File: config.mk
export PLATFORM = sky130hd
export DESIGN_NAME = cdb_arbiter_flat
export DESIGN_NICKNAME = d
export VERILOG_FILES = /design/src/rtl/cdb_pkg.sv /design/src/rtl/cdb_arbiter_if.sv /design/src/rtl/cdb_src_fifo.sv /design/src/rtl/cdb_arbiter.sv /design/src/flat_wrapper.sv
export SDC_FILE = /design/constraint.sdc
export NUM_CORES = 1
export LEC_CHECK = 0
export CORE_AREA = 2 2 185 187
export CTS_BUF_LIST = sky130_fd_sc_hd__clkbuf_4 sky130_fd_sc_hd__clkbuf_8
export DETAILED_ROUTE_END_ITERATION = 8
export DIE_AREA = 0 0 187 189
export PLACE_DENSITY = 0.82
export SLEW_MARGIN = 20
export SYNTH_ARGS = -nofsm -noshare
export SYNTH_HDL_FRONTEND = slang
export SYNTH_SLANG_ARGS = --single-unit
File: constraint.sdc
create_clock -name clk -period 24.3 [get_ports clk]
set_input_delay 4.86 -clock clk [delete_from_list [all_inputs] [get_ports clk]]
set_output_delay 4.86 -clock clk [all_outputs]
set_load 0.005 [all_outputs]
File: src/rtl/cdb_pkg.sv
// rtl/cdb_pkg.sv - shared widths, source indices, entry struct and age helper for the CDB arbiter
package cdb_pkg;

  localparam int DATA_W  = 32;
  localparam int TAG_W   = 5;
  localparam int DEST_W  = 5;
  localparam int NUM_SRC = 4;

  localparam logic [1:0] SRC_ALU1 = 2'd0;
  localparam logic [1:0] SRC_ALU2 = 2'd1;
  localparam logic [1:0] SRC_LD1  = 2'd2;
  localparam logic [1:0] SRC_LD2  = 2'd3;

  typedef struct packed {
    logic [TAG_W-1:0]  tag;
    logic [DEST_W-1:0] dest;
    logic [DATA_W-1:0] data;
  } cdb_entry_t;

  // Distance from the commit pointer in ROB order; wraps modulo 2^TAG_W.
  function automatic logic [TAG_W-1:0] cdb_age(input logic [TAG_W-1:0] tag,
                                               input logic [TAG_W-1:0] commit_p);
    return tag - commit_p;
  endfunction

endpackage

File: src/rtl/cdb_arbiter_if.sv
// rtl/cdb_arbiter_if.sv - producer handshake and dual CDB broadcast bundle
interface cdb_arbiter_if;
  import cdb_pkg::*;

  logic [NUM_SRC-1:0]        src_valid;
  logic [NUM_SRC*TAG_W-1:0]  src_tag;
  logic [NUM_SRC*DEST_W-1:0] src_dest;
  logic [NUM_SRC*DATA_W-1:0] src_data;
  logic [NUM_SRC-1:0]        src_ready;

  logic              cdb0_valid;
  logic [TAG_W-1:0]  cdb0_tag;
  logic [DEST_W-1:0] cdb0_dest;
  logic [DATA_W-1:0] cdb0_data;
  logic [1:0]        cdb0_src;

  logic              cdb1_valid;
  logic [TAG_W-1:0]  cdb1_tag;
  logic [DEST_W-1:0] cdb1_dest;
  logic [DATA_W-1:0] cdb1_data;
  logic [1:0]        cdb1_src;

  // Producers and bus consumers side
  modport master (
    output src_valid, src_tag, src_dest, src_data,
    input  src_ready,
    input  cdb0_valid, cdb0_tag, cdb0_dest, cdb0_data, cdb0_src,
    input  cdb1_valid, cdb1_tag, cdb1_dest, cdb1_data, cdb1_src
  );

  // Arbiter side
  modport slave (
    input  src_valid, src_tag, src_dest, src_data,
    output src_ready,
    output cdb0_valid, cdb0_tag, cdb0_dest, cdb0_data, cdb0_src,
    output cdb1_valid, cdb1_tag, cdb1_dest, cdb1_data, cdb1_src
  );

endinterface

File: src/rtl/cdb_src_fifo.sv
// rtl/cdb_src_fifo.sv - 2-entry per-producer result FIFO with flush
module cdb_src_fifo
  import cdb_pkg::*;
(
  input  logic       clk,
  input  logic       rst,
  input  logic       i_flush,
  input  logic       i_push,
  input  cdb_entry_t i_din,
  input  logic       i_pop,
  output logic [1:0] o_count,
  output cdb_entry_t o_head
);

  cdb_entry_t r_mem [2];
  logic       r_wptr;
  logic       r_rptr;
  logic [1:0] r_count;
  logic       w_push;
  logic       w_pop;

  // A full FIFO refuses pushes even when it pops in the same cycle.
  assign w_push = i_push && (r_count != 2'd2);
  assign w_pop  = i_pop && (r_count != 2'd0);

  // Pointers and occupancy; reset outranks flush, flush drops same-cycle pushes.
  always_ff @(posedge clk) begin
    if (!rst || i_flush) begin
      r_wptr  <= 1'b0;
      r_rptr  <= 1'b0;
      r_count <= 2'd0;
    end else begin
      if (w_push) r_wptr <= ~r_wptr;
      if (w_pop)  r_rptr <= ~r_rptr;
      r_count <= r_count + {1'b0, w_push} - {1'b0, w_pop};
    end
  end

  // Payload storage needs no reset; occupancy gates its visibility.
  always_ff @(posedge clk) begin
    if (rst && !i_flush && w_push) r_mem[r_wptr] <= i_din;
  end

  assign o_count = r_count;
  assign o_head  = r_mem[r_rptr];

endmodule

File: src/rtl/cdb_arbiter.sv
// rtl/cdb_arbiter.sv - oldest-first dual CDB writeback arbiter; optional same-cycle bypass under CDB_BYPASS_EN
module cdb_arbiter
  import cdb_pkg::*;
(
  input  logic             clk,
  input  logic             rst,
  input  logic             flush,
  input  logic [TAG_W-1:0] commit_p,
  cdb_arbiter_if.slave     bus
);

  logic [1:0]         w_count [NUM_SRC];
  cdb_entry_t         w_head  [NUM_SRC];
  cdb_entry_t         w_in    [NUM_SRC];
  cdb_entry_t         w_cand  [NUM_SRC];
  logic [TAG_W-1:0]   w_age   [NUM_SRC];
  logic [NUM_SRC-1:0] w_ready;
  logic [NUM_SRC-1:0] w_byp;
  logic [NUM_SRC-1:0] w_cv;
  logic [NUM_SRC-1:0] w_grant;
  logic [NUM_SRC-1:0] w_push;
  logic [NUM_SRC-1:0] w_pop;
  logic               w_v0;
  logic               w_v1;
  logic [1:0]         w_s0;
  logic [1:0]         w_s1;

  for (genvar g = 0; g < NUM_SRC; g++) begin : g_src
    assign w_in[g] = {bus.src_tag[g*TAG_W +: TAG_W],
                      bus.src_dest[g*DEST_W +: DEST_W],
                      bus.src_data[g*DATA_W +: DATA_W]};

    assign w_ready[g] = (w_count[g] != 2'd2);

`ifdef CDB_BYPASS_EN
    // An empty FIFO lets the arriving result compete directly.
    assign w_byp[g] = (w_count[g] == 2'd0) && bus.src_valid[g] && !flush;
`else
    assign w_byp[g] = 1'b0;
`endif

    assign w_cv[g]   = (w_count[g] != 2'd0) || w_byp[g];
    assign w_cand[g] = (w_count[g] != 2'd0) ? w_head[g] : w_in[g];
    assign w_age[g]  = cdb_age(w_cand[g].tag, commit_p);

    // A bypassed result that wins a bus never lands in the FIFO.
    assign w_pop[g]  = w_grant[g] && (w_count[g] != 2'd0);
    assign w_push[g] = bus.src_valid[g] && w_ready[g] && !(w_byp[g] && w_grant[g]);

    cdb_src_fifo u_fifo (
      .clk     (clk),
      .rst     (rst),
      .i_flush (flush),
      .i_push  (w_push[g]),
      .i_din   (w_in[g]),
      .i_pop   (w_pop[g]),
      .o_count (w_count[g]),
      .o_head  (w_head[g])
    );
  end

  // Two-winner oldest-first pick; strict compare leaves ties with the lower index.
  always_comb begin
    w_v0 = 1'b0;
    w_s0 = 2'd0;
    w_v1 = 1'b0;
    w_s1 = 2'd0;
    for (int i = 0; i < NUM_SRC; i++) begin
      if (w_cv[i] && (!w_v0 || (w_age[i] < w_age[w_s0]))) begin
        w_v0 = 1'b1;
        w_s0 = 2'(i);
      end
    end
    for (int i = 0; i < NUM_SRC; i++) begin
      if (w_cv[i] && !(w_v0 && (w_s0 == 2'(i))) &&
          (!w_v1 || (w_age[i] < w_age[w_s1]))) begin
        w_v1 = 1'b1;
        w_s1 = 2'(i);
      end
    end
  end

  assign w_grant = (w_v0 ? (NUM_SRC'(1) << w_s0) : '0) |
                   (w_v1 ? (NUM_SRC'(1) << w_s1) : '0);

  assign bus.src_ready = w_ready;

  // Buses are zeroed whenever they carry nothing.
  assign bus.cdb0_valid = w_v0;
  assign bus.cdb0_src   = w_v0 ? w_s0 : 2'd0;
  assign bus.cdb0_tag   = w_v0 ? w_cand[w_s0].tag  : '0;
  assign bus.cdb0_dest  = w_v0 ? w_cand[w_s0].dest : '0;
  assign bus.cdb0_data  = w_v0 ? w_cand[w_s0].data : '0;

  assign bus.cdb1_valid = w_v1;
  assign bus.cdb1_src   = w_v1 ? w_s1 : 2'd0;
  assign bus.cdb1_tag   = w_v1 ? w_cand[w_s1].tag  : '0;
  assign bus.cdb1_dest  = w_v1 ? w_cand[w_s1].dest : '0;
  assign bus.cdb1_data  = w_v1 ? w_cand[w_s1].data : '0;

endmodule

File: src/flat_wrapper.sv
// flat-port wrapper written by rule: the top's interface ports become plain ports
module cdb_arbiter_flat import cdb_pkg::*;
  (clk, rst, flush, commit_p, bus_src_valid, bus_src_tag, bus_src_dest, bus_src_data, bus_src_ready, bus_cdb0_valid, bus_cdb0_tag, bus_cdb0_dest, bus_cdb0_data, bus_cdb0_src, bus_cdb1_valid, bus_cdb1_tag, bus_cdb1_dest, bus_cdb1_data, bus_cdb1_src);
  cdb_arbiter_if bus_i ();
  input  logic clk;
  input  logic rst;
  input  logic flush;
  input  logic [TAG_W-1:0] commit_p;
  input wire logic [$bits(bus_i.src_valid)-1:0] bus_src_valid;
  input wire logic [$bits(bus_i.src_tag)-1:0] bus_src_tag;
  input wire logic [$bits(bus_i.src_dest)-1:0] bus_src_dest;
  input wire logic [$bits(bus_i.src_data)-1:0] bus_src_data;
  output wire logic [$bits(bus_i.src_ready)-1:0] bus_src_ready;
  output wire logic [$bits(bus_i.cdb0_valid)-1:0] bus_cdb0_valid;
  output wire logic [$bits(bus_i.cdb0_tag)-1:0] bus_cdb0_tag;
  output wire logic [$bits(bus_i.cdb0_dest)-1:0] bus_cdb0_dest;
  output wire logic [$bits(bus_i.cdb0_data)-1:0] bus_cdb0_data;
  output wire logic [$bits(bus_i.cdb0_src)-1:0] bus_cdb0_src;
  output wire logic [$bits(bus_i.cdb1_valid)-1:0] bus_cdb1_valid;
  output wire logic [$bits(bus_i.cdb1_tag)-1:0] bus_cdb1_tag;
  output wire logic [$bits(bus_i.cdb1_dest)-1:0] bus_cdb1_dest;
  output wire logic [$bits(bus_i.cdb1_data)-1:0] bus_cdb1_data;
  output wire logic [$bits(bus_i.cdb1_src)-1:0] bus_cdb1_src;
  assign bus_i.src_valid = bus_src_valid;
  assign bus_i.src_tag = bus_src_tag;
  assign bus_i.src_dest = bus_src_dest;
  assign bus_i.src_data = bus_src_data;
  assign bus_src_ready = bus_i.src_ready;
  assign bus_cdb0_valid = bus_i.cdb0_valid;
  assign bus_cdb0_tag = bus_i.cdb0_tag;
  assign bus_cdb0_dest = bus_i.cdb0_dest;
  assign bus_cdb0_data = bus_i.cdb0_data;
  assign bus_cdb0_src = bus_i.cdb0_src;
  assign bus_cdb1_valid = bus_i.cdb1_valid;
  assign bus_cdb1_tag = bus_i.cdb1_tag;
  assign bus_cdb1_dest = bus_i.cdb1_dest;
  assign bus_cdb1_data = bus_i.cdb1_data;
  assign bus_cdb1_src = bus_i.cdb1_src;
  cdb_arbiter u_core (.clk(clk), .rst(rst), .flush(flush), .commit_p(commit_p), .bus(bus_i));
endmodule
==> parameters.txt, run 1 <==
Parameter                              Value

Yosys
  Mux cell area share after synthesis    0.0993
  Cell accounting for the most synthesized area    sky130_fd_sc_hd__edfxtp_1
  Number of flops mapped to enable cells by yosys    336
  Combinational family with the most area after synthesis    compound AO/OA/AOI/OAI gates
  Mean instance size in the synthesized netlist    10.7 um^2
  Share of async-settable or async-resettable flops after synthesis    0
  Fraction of synthesized cell area in xor and xnor cells    0.0145
  Area share of fa/ha/maj cells after synthesis    0.0343
  Primary flip-flop cell chosen by synthesis mapping    sky130_fd_sc_hd__edfxtp_1
  Yosys warning count    0
  Number of distinct library cells after synthesis    57
  Syn_nets    1983
  Number of synthesized register bits    356
  Share of the yosys chip area belonging to registers    0.560
  Cell count after synthesis    1754
  Top post-synthesis cells by area    sky130_fd_sc_hd__edfxtp_1 54%, sky130_fd_sc_hd__mux2i_1 9.6%, sky130_fd_sc_hd__a21oi_1 6.7%, sky130_fd_sc_hd__nor2_1 5.9%, sky130_fd_sc_hd__o21ai_0 3.3%
  Area of the mapped netlist    18700 um^2
  Fraction of post-synthesis cell area in the top cell type by area    0.539
  Simple-gate share of the synthesized area    0.101
  Fraction of the mapped netlist area in compound gates    0.157

Cells and area
  Fill cell instance count of the final layout    2488
  Layout net count    2220
  Area of the multi-input gates    7730 um^2
  Commonest cells after routing, fill and taps aside    336 x sky130_fd_sc_hd__edfxtp_1, 288 x sky130_fd_sc_hd__nor2_1, 273 x sky130_fd_sc_hd__clkdlybuf4s50_1
  FF+latch area    10500 um^2
  Fraction of final layout cells with drive strength greater than 1    0.0757
  Most common cell after layout, fill and taps aside    sky130_fd_sc_hd__edfxtp_1
  Layout-stage area growth over the synthesis result    22.7%

CTS
  Resized cells post-CTS    0
  Clock latency reported for the late side of the worst-skew pair    630 ps
  CTS buffer count    55
  Buffers inserted by post-CTS timing repair    0
  Maximum level of the CTS H-tree    2
  Library cell used as clock root buffer    sky130_fd_sc_hd__clkbuf_8
  TritonCTS clock tree    done
  Clock-pin slew of the registers on the worst-case setup and hold paths    60 ps
  Bufs on Longest Clock Path    3
  Sink Count    356
  Hold buffer count at CTS    0

Route
  DRC violations left    0
  Vias post-DR    15.1k
  DR iter-0 viols    1986
  DRT Pass-1 Iters    8
  Via count normalized by instance count    6.07
  WL/cell    24.1 um
  Antenna-violating nets left    0
  Detailed Route WL    59900 um

Setup path
  Crit path capture type    output port
  Cell with the largest stage delay on the worst path    sky130_fd_sc_hd__nand2b_2
  Worst Path Required    19440 ps
  Longest individual stage delay on the worst path    830 ps
  Data arrival time of the worst path    17830 ps
  Most frequent cell on the critical path    sky130_fd_sc_hd__a21oi_1
  Type of element launching the critical path    primary input
  Worst-path maximum fanout    43
  Classification of the worst setup path    in2out

Floorplanning
  Initial Utilization    0.563
  Area enclosed by the die boundary    35300 um^2
  Die span in y    189 um
  Num rows    67
  Placeable core area    33300 um^2
  Number of primary I/O pins    274
  Die Wd    187 um

Timing
  Time the worst path needs with I/O delays and setup    22690 ps
  Hold_ws    483 ps
  Worst Tran Pin Value    1050 ps
  Total Negative Setup Slacks    0 ps
  Post-route clock period utilization    0.934
  Number of slew-limit violations in the final report    0
  Maximum achievable frequency    0.0441 GHz
  Number of endpoints failing setup at the final stage    0
  Final setup skew    27.5 ps
  Hold Fails Final Rpt    0
  Relative max-transition margin    0.302
  RSZ-0062 raised after global routing    no

Place
  DP HPWL    43300 um
  Total of buffers placed on input and output ports    273
  Final weighted congestion in routability-driven placement    0.978

Global routing
  Number of global-route vias before repair    14.3k
  Largest net degree at the start of global routing    97
  Wire length of the first global-routing pass    87600 um
  Overall overflow remaining after global route    0
  Gr usage total    0.331
  Initial antenna violation count    7

Status
  Result of the run    finished, final reports clean

Min path
  Class of the tightest hold or removal check    reg2reg

Run
  Max-cap violations    0
metal layers:
| metal | vias to the layer above | track usage | wire length (um) |
|---|---|---|---|
| met3 | 100 | 0.0484 | 5420 |
| met2 | 858 | 0.483 | 26200 |
| met5 | - | 0 | 0 |
| li1 | 6900 | - | - |
| met4 | 0 | 0.117 | 1900 |
| met1 | 7238 | 0.506 | 26400 |
final cells by class:
type	instances	area share
Sequential cell	356	0.457
Multi-Input combinational cell	1244	0.336
Timing Repair Buffer	299	0.127
Clock buffer	71	0.0387
Tap cell	448	0.0244
Clock inverter	29	0.00985
Inverter	35	0.00572
Antenna cell	7	0.000762
cells by family (layout without fill, tap and decap cells):
logic type	Yosys count	count (layout)
other	0	7
muxes	185	185
buffers and inverters	154	434
AOI/OAI and AO/OA	506	506
xor gates and xnor gates	31	31
adders and majority gates	49	49
and+or+nand+nor	473	473
DFF	356	356
through the flow:
step,instance area [um^2],instances,util,worst slack [ps]
6_report,23000,2489,0.691,1610
2_1_floorplan,18700,1754,-,4340
3_3_place_gp,21800,2382,0.656,2200
4_1_cts,23000,2482,0.690,1920
3_5_place_dp,21800,2382,0.656,1990
5_1_grt,23000,2489,0.691,535
cell usage after synthesis (all sizes together), types with 2 or more instances:
cell / instances
a211o: 2
a211oi: 45
a21o: 16
a21oi: 252
a311oi: 4
and2: 4
buf: 42
clkbuf: 77
dfxtp: 20
edfxtp: 336
fa: 4
ha: 45
inv: 35
mux2: 6
mux2i: 179
nand2: 132
nand2b: 9
nand3: 5
nand4: 4
nor2: 295
nor2b: 3
nor3: 10
nor3b: 3
o211ai: 5
o21a: 2
o21ai: 123
o22a: 41
o22ai: 3
or2: 4
xnor2: 20
xor2: 11
state kept, by name (all words and copies together), names as in the netlist, named ones only:
signal and cells:
u_core.g_src.u_fifo.o_count 8, u_core.g_src.u_fifo.r_mem 336, u_core.g_src.u_fifo.r_rptr 4, u_core.g_src.u_fifo.r_wptr 4
critical path, delay by kind of cell:
family / cells / cell delay, ps
compound gates: 24 / 5700
xor+xnor: 2 / 390
simple gates: 11 / 2820
mux: 1 / 300
buf+inv: 4 / 1560
fa+ha+maj: 7 / 2160
worst paths after layout:
kind                                              startpoint                                            to  slack [ps]  depth (start not counted)
setup / recovery                              bus_src_tag[5]                              bus_cdb1_data[1]        1610                         49
hold reg to reg   u_core.g_src[2].u_fifo.r_rptr$_SDFFE_PP0P_                                      register         480                          2
hold / removal    u_core.g_src[2].u_fifo.r_rptr$_SDFFE_PP0P_                                      register         480                          2
setup reg to reg                                    register  u_core.g_src[2].u_fifo.o_count[1]$_SDFF_PP0_       10860                         56
Power of run 1 is not shown: default switching activity piles up to over one toggle a cycle in this logic, so the estimate is an artifact.
==> run 2: changes to the inputs <==
--- a/config.mk
+++ b/config.mk
@@ -5,11 +5,11 @@
 export SDC_FILE = /design/constraint.sdc
 export NUM_CORES = 1
 export LEC_CHECK = 0
-export CORE_AREA = 2 2 185 187
+export CORE_AREA = 2 2 180 182
 export CTS_BUF_LIST = sky130_fd_sc_hd__clkbuf_4 sky130_fd_sc_hd__clkbuf_8
 export DETAILED_ROUTE_END_ITERATION = 8
-export DIE_AREA = 0 0 187 189
-export PLACE_DENSITY = 0.82
+export DIE_AREA = 0 0 182 184
+export PLACE_DENSITY = 0.86
 export SLEW_MARGIN = 20
 export SYNTH_ARGS = -nofsm -noshare
 export SYNTH_HDL_FRONTEND = slang
==> constraint.sdc (replaced) <==
create_clock -name clk -period 29.2 [get_ports clk]
set_input_delay 5.84 -clock clk [delete_from_list [all_inputs] [get_ports clk]]
set_output_delay 5.84 -clock clk [all_outputs]
set_load 0.005 [all_outputs]
==> run 2 against run 1 <==
Against the previous run: cell count fell by 2.2%; cell area fell by 0.50%; critical path depth rose by 3; global-route usage rose by 1.8 points; sequential share of layout area rose by 0.23 points; hold slack improved by 7.1 ps; sequential cell count did not move; count of clock-buffer cells in the layout rose by 3; clock skew barely moved; register-to-register slack improved by 3600 ps; first-iteration DRC count rose by 3.9%; critical path type unchanged; critical endpoint unchanged; largest cell class unchanged.
==> parameters.txt, run 2 (synthesis results as in run 1) <==
Parameter                              Value

Global routing
  Gr usage total    0.349
  Number of global-route vias before repair    14.6k
  Overall overflow remaining after global route    0
  Initial antenna violation count    1
  Largest net degree at the start of global routing    92
  Wire length of the first global-routing pass    87600 um

Min path
  Class of the tightest hold or removal check    reg2reg

Route
  Antenna-violating nets left    0
  Vias post-DR    15.2k
  Detailed Route WL    59800 um
  Via count normalized by instance count    6.23
  DRC violations left    0
  DRT Pass-1 Iters    6
  WL/cell    24.6 um
  DR iter-0 viols    2063

CTS
  Hold buffer count at CTS    0
  Clock latency reported for the late side of the worst-skew pair    610 ps
  Library cell used as clock root buffer    sky130_fd_sc_hd__clkbuf_8
  Maximum level of the CTS H-tree    2
  CTS buffer count    54
  Sink Count    356
  Resized cells post-CTS    0
  Buffers inserted by post-CTS timing repair    0
  Bufs on Longest Clock Path    3
  TritonCTS clock tree    done
  Clock-pin slew of the registers on the worst-case setup and hold paths    60 ps

Timing
  Number of slew-limit violations in the final report    0
  Final setup skew    27.4 ps
  Number of endpoints failing setup at the final stage    0
  Time the worst path needs with I/O delays and setup    26000 ps
  Relative max-transition margin    0.394
  RSZ-0062 raised after global routing    no
  Total Negative Setup Slacks    0 ps
  Hold Fails Final Rpt    0
  Post-route clock period utilization    0.891
  Maximum achievable frequency    0.0385 GHz
  Worst Tran Pin Value    909 ps

Floorplanning
  Die span in y    184 um
  Die Wd    182 um
  Num rows    65
  Initial Utilization    0.597
  Area enclosed by the die boundary    33500 um^2
  Number of primary I/O pins    274
  Placeable core area    31400 um^2

Cells and area
  Layout-stage area growth over the synthesis result    22.1%
  Register bank with the most flops    u_core.g_src.u_fifo.r_mem
  Cell area after layout    22900 um^2
  Layout net count    2220
  Most common cell after layout, fill and taps aside    sky130_fd_sc_hd__edfxtp_1
  Commonest cells after routing, fill and taps aside    336 x sky130_fd_sc_hd__edfxtp_1, 288 x sky130_fd_sc_hd__nor2_1, 273 x sky130_fd_sc_hd__clkdlybuf4s50_1
  Max FFs per register    336
  Fraction of final layout cells with drive strength greater than 1    0.0719

Setup path
  Longest individual stage delay on the worst path    630 ps
  Data arrival time of the worst path    20160 ps
  Classification of the worst setup path    in2out
  Worst-path maximum fanout    53
  Worst Path Required    23360 ps
  Cell with the largest stage delay on the worst path    sky130_fd_sc_hd__a21o_2
  Type of element launching the critical path    primary input
  Crit path capture type    output port
  Most frequent cell on the critical path    sky130_fd_sc_hd__a21oi_1
  Reg-to-reg setup timing slack    14420 ps

Place
  Final weighted congestion in routability-driven placement    1.01
  Cell area after placement    21800 um^2
  DP HPWL    43300 um
  Total of buffers placed on input and output ports    273

Status
  Result of the run    finished, final reports clean

Run
  Max-cap violations    0
==> run 2: cell count changes in the layout (fill, tap and decap cells not counted) <==
cell and change:
sky130_fd_sc_hd__buf_16 +1, sky130_fd_sc_hd__bufinv_16 -1, sky130_fd_sc_hd__clkbuf_4 +5, sky130_fd_sc_hd__clkbuf_8 -2
sky130_fd_sc_hd__clkinv_1 +5, sky130_fd_sc_hd__clkinv_2 -7, sky130_fd_sc_hd__clkinv_4 -1, sky130_fd_sc_hd__diode_2 -6
sky130_fd_sc_hd__inv_8 -2, sky130_fd_sc_hd__nand2b_1 +1, sky130_fd_sc_hd__nand2b_2 -1
==> run 2: worst paths after layout <==
path	startpoint	endpoint	cells past startpoint
worst max-delay path	bus_src_tag[0]	bus_cdb1_data[1]	52
worst min-delay path	u_core.g_src[2].u_fifo.r_rptr$_SDFFE_PP0P_	register	2
worst max register to register	register	u_core.g_src[2].u_fifo.o_count[1]$_SDFF_PP0_	57
worst min register to register	u_core.g_src[2].u_fifo.r_rptr$_SDFFE_PP0P_	register	2
==> run 2: metrics by stage <==
step / cells / setup slack, ps / utilization / hold slack [ps]
2_1_floorplan: 1754 / 7280 / - / 452
3_3_place_gp: 2336 / 3800 / 0.694 / 456
3_5_place_dp: 2336 / 3670 / 0.694 / 481
4_1_cts: 2433 / 3600 / 0.727 / 491
5_1_grt: 2435 / 2300 / 0.728 / 518
6_report: 2435 / 3200 / 0.728 / 490
==> run 2: cell type report <==
cell class                 count  area, um^2
clock inverter                23         149
multi-input combinational   1244        7730
inverter                      35         131
tap                          402         503
timing repair buffer         300        2960
clock buffer                  74         900
antenna                        1        2.50
sequential                   356       10500
fill                        2121        8530
==> run 2: metal layers <==
layer  vias up  GRT usage  part of all wire
met2       921      0.526              0.45
li1       6900          -                 -
met3       118     0.0711              0.11
met4         0      0.116             0.032
met5         -          0                 0
met1      7240      0.509              0.41
==> run 2: worst max-delay path: cells and delay by family <==
family | cells | cell delay [ps]
compound gates | 24 | 6270
buf+inv | 7 | 2580
simple gates | 10 | 2380
fa+ha+maj | 7 | 1970
mux | 2 | 690
xor+xnor | 2 | 380
Power of run 2 is left out for the same reason.
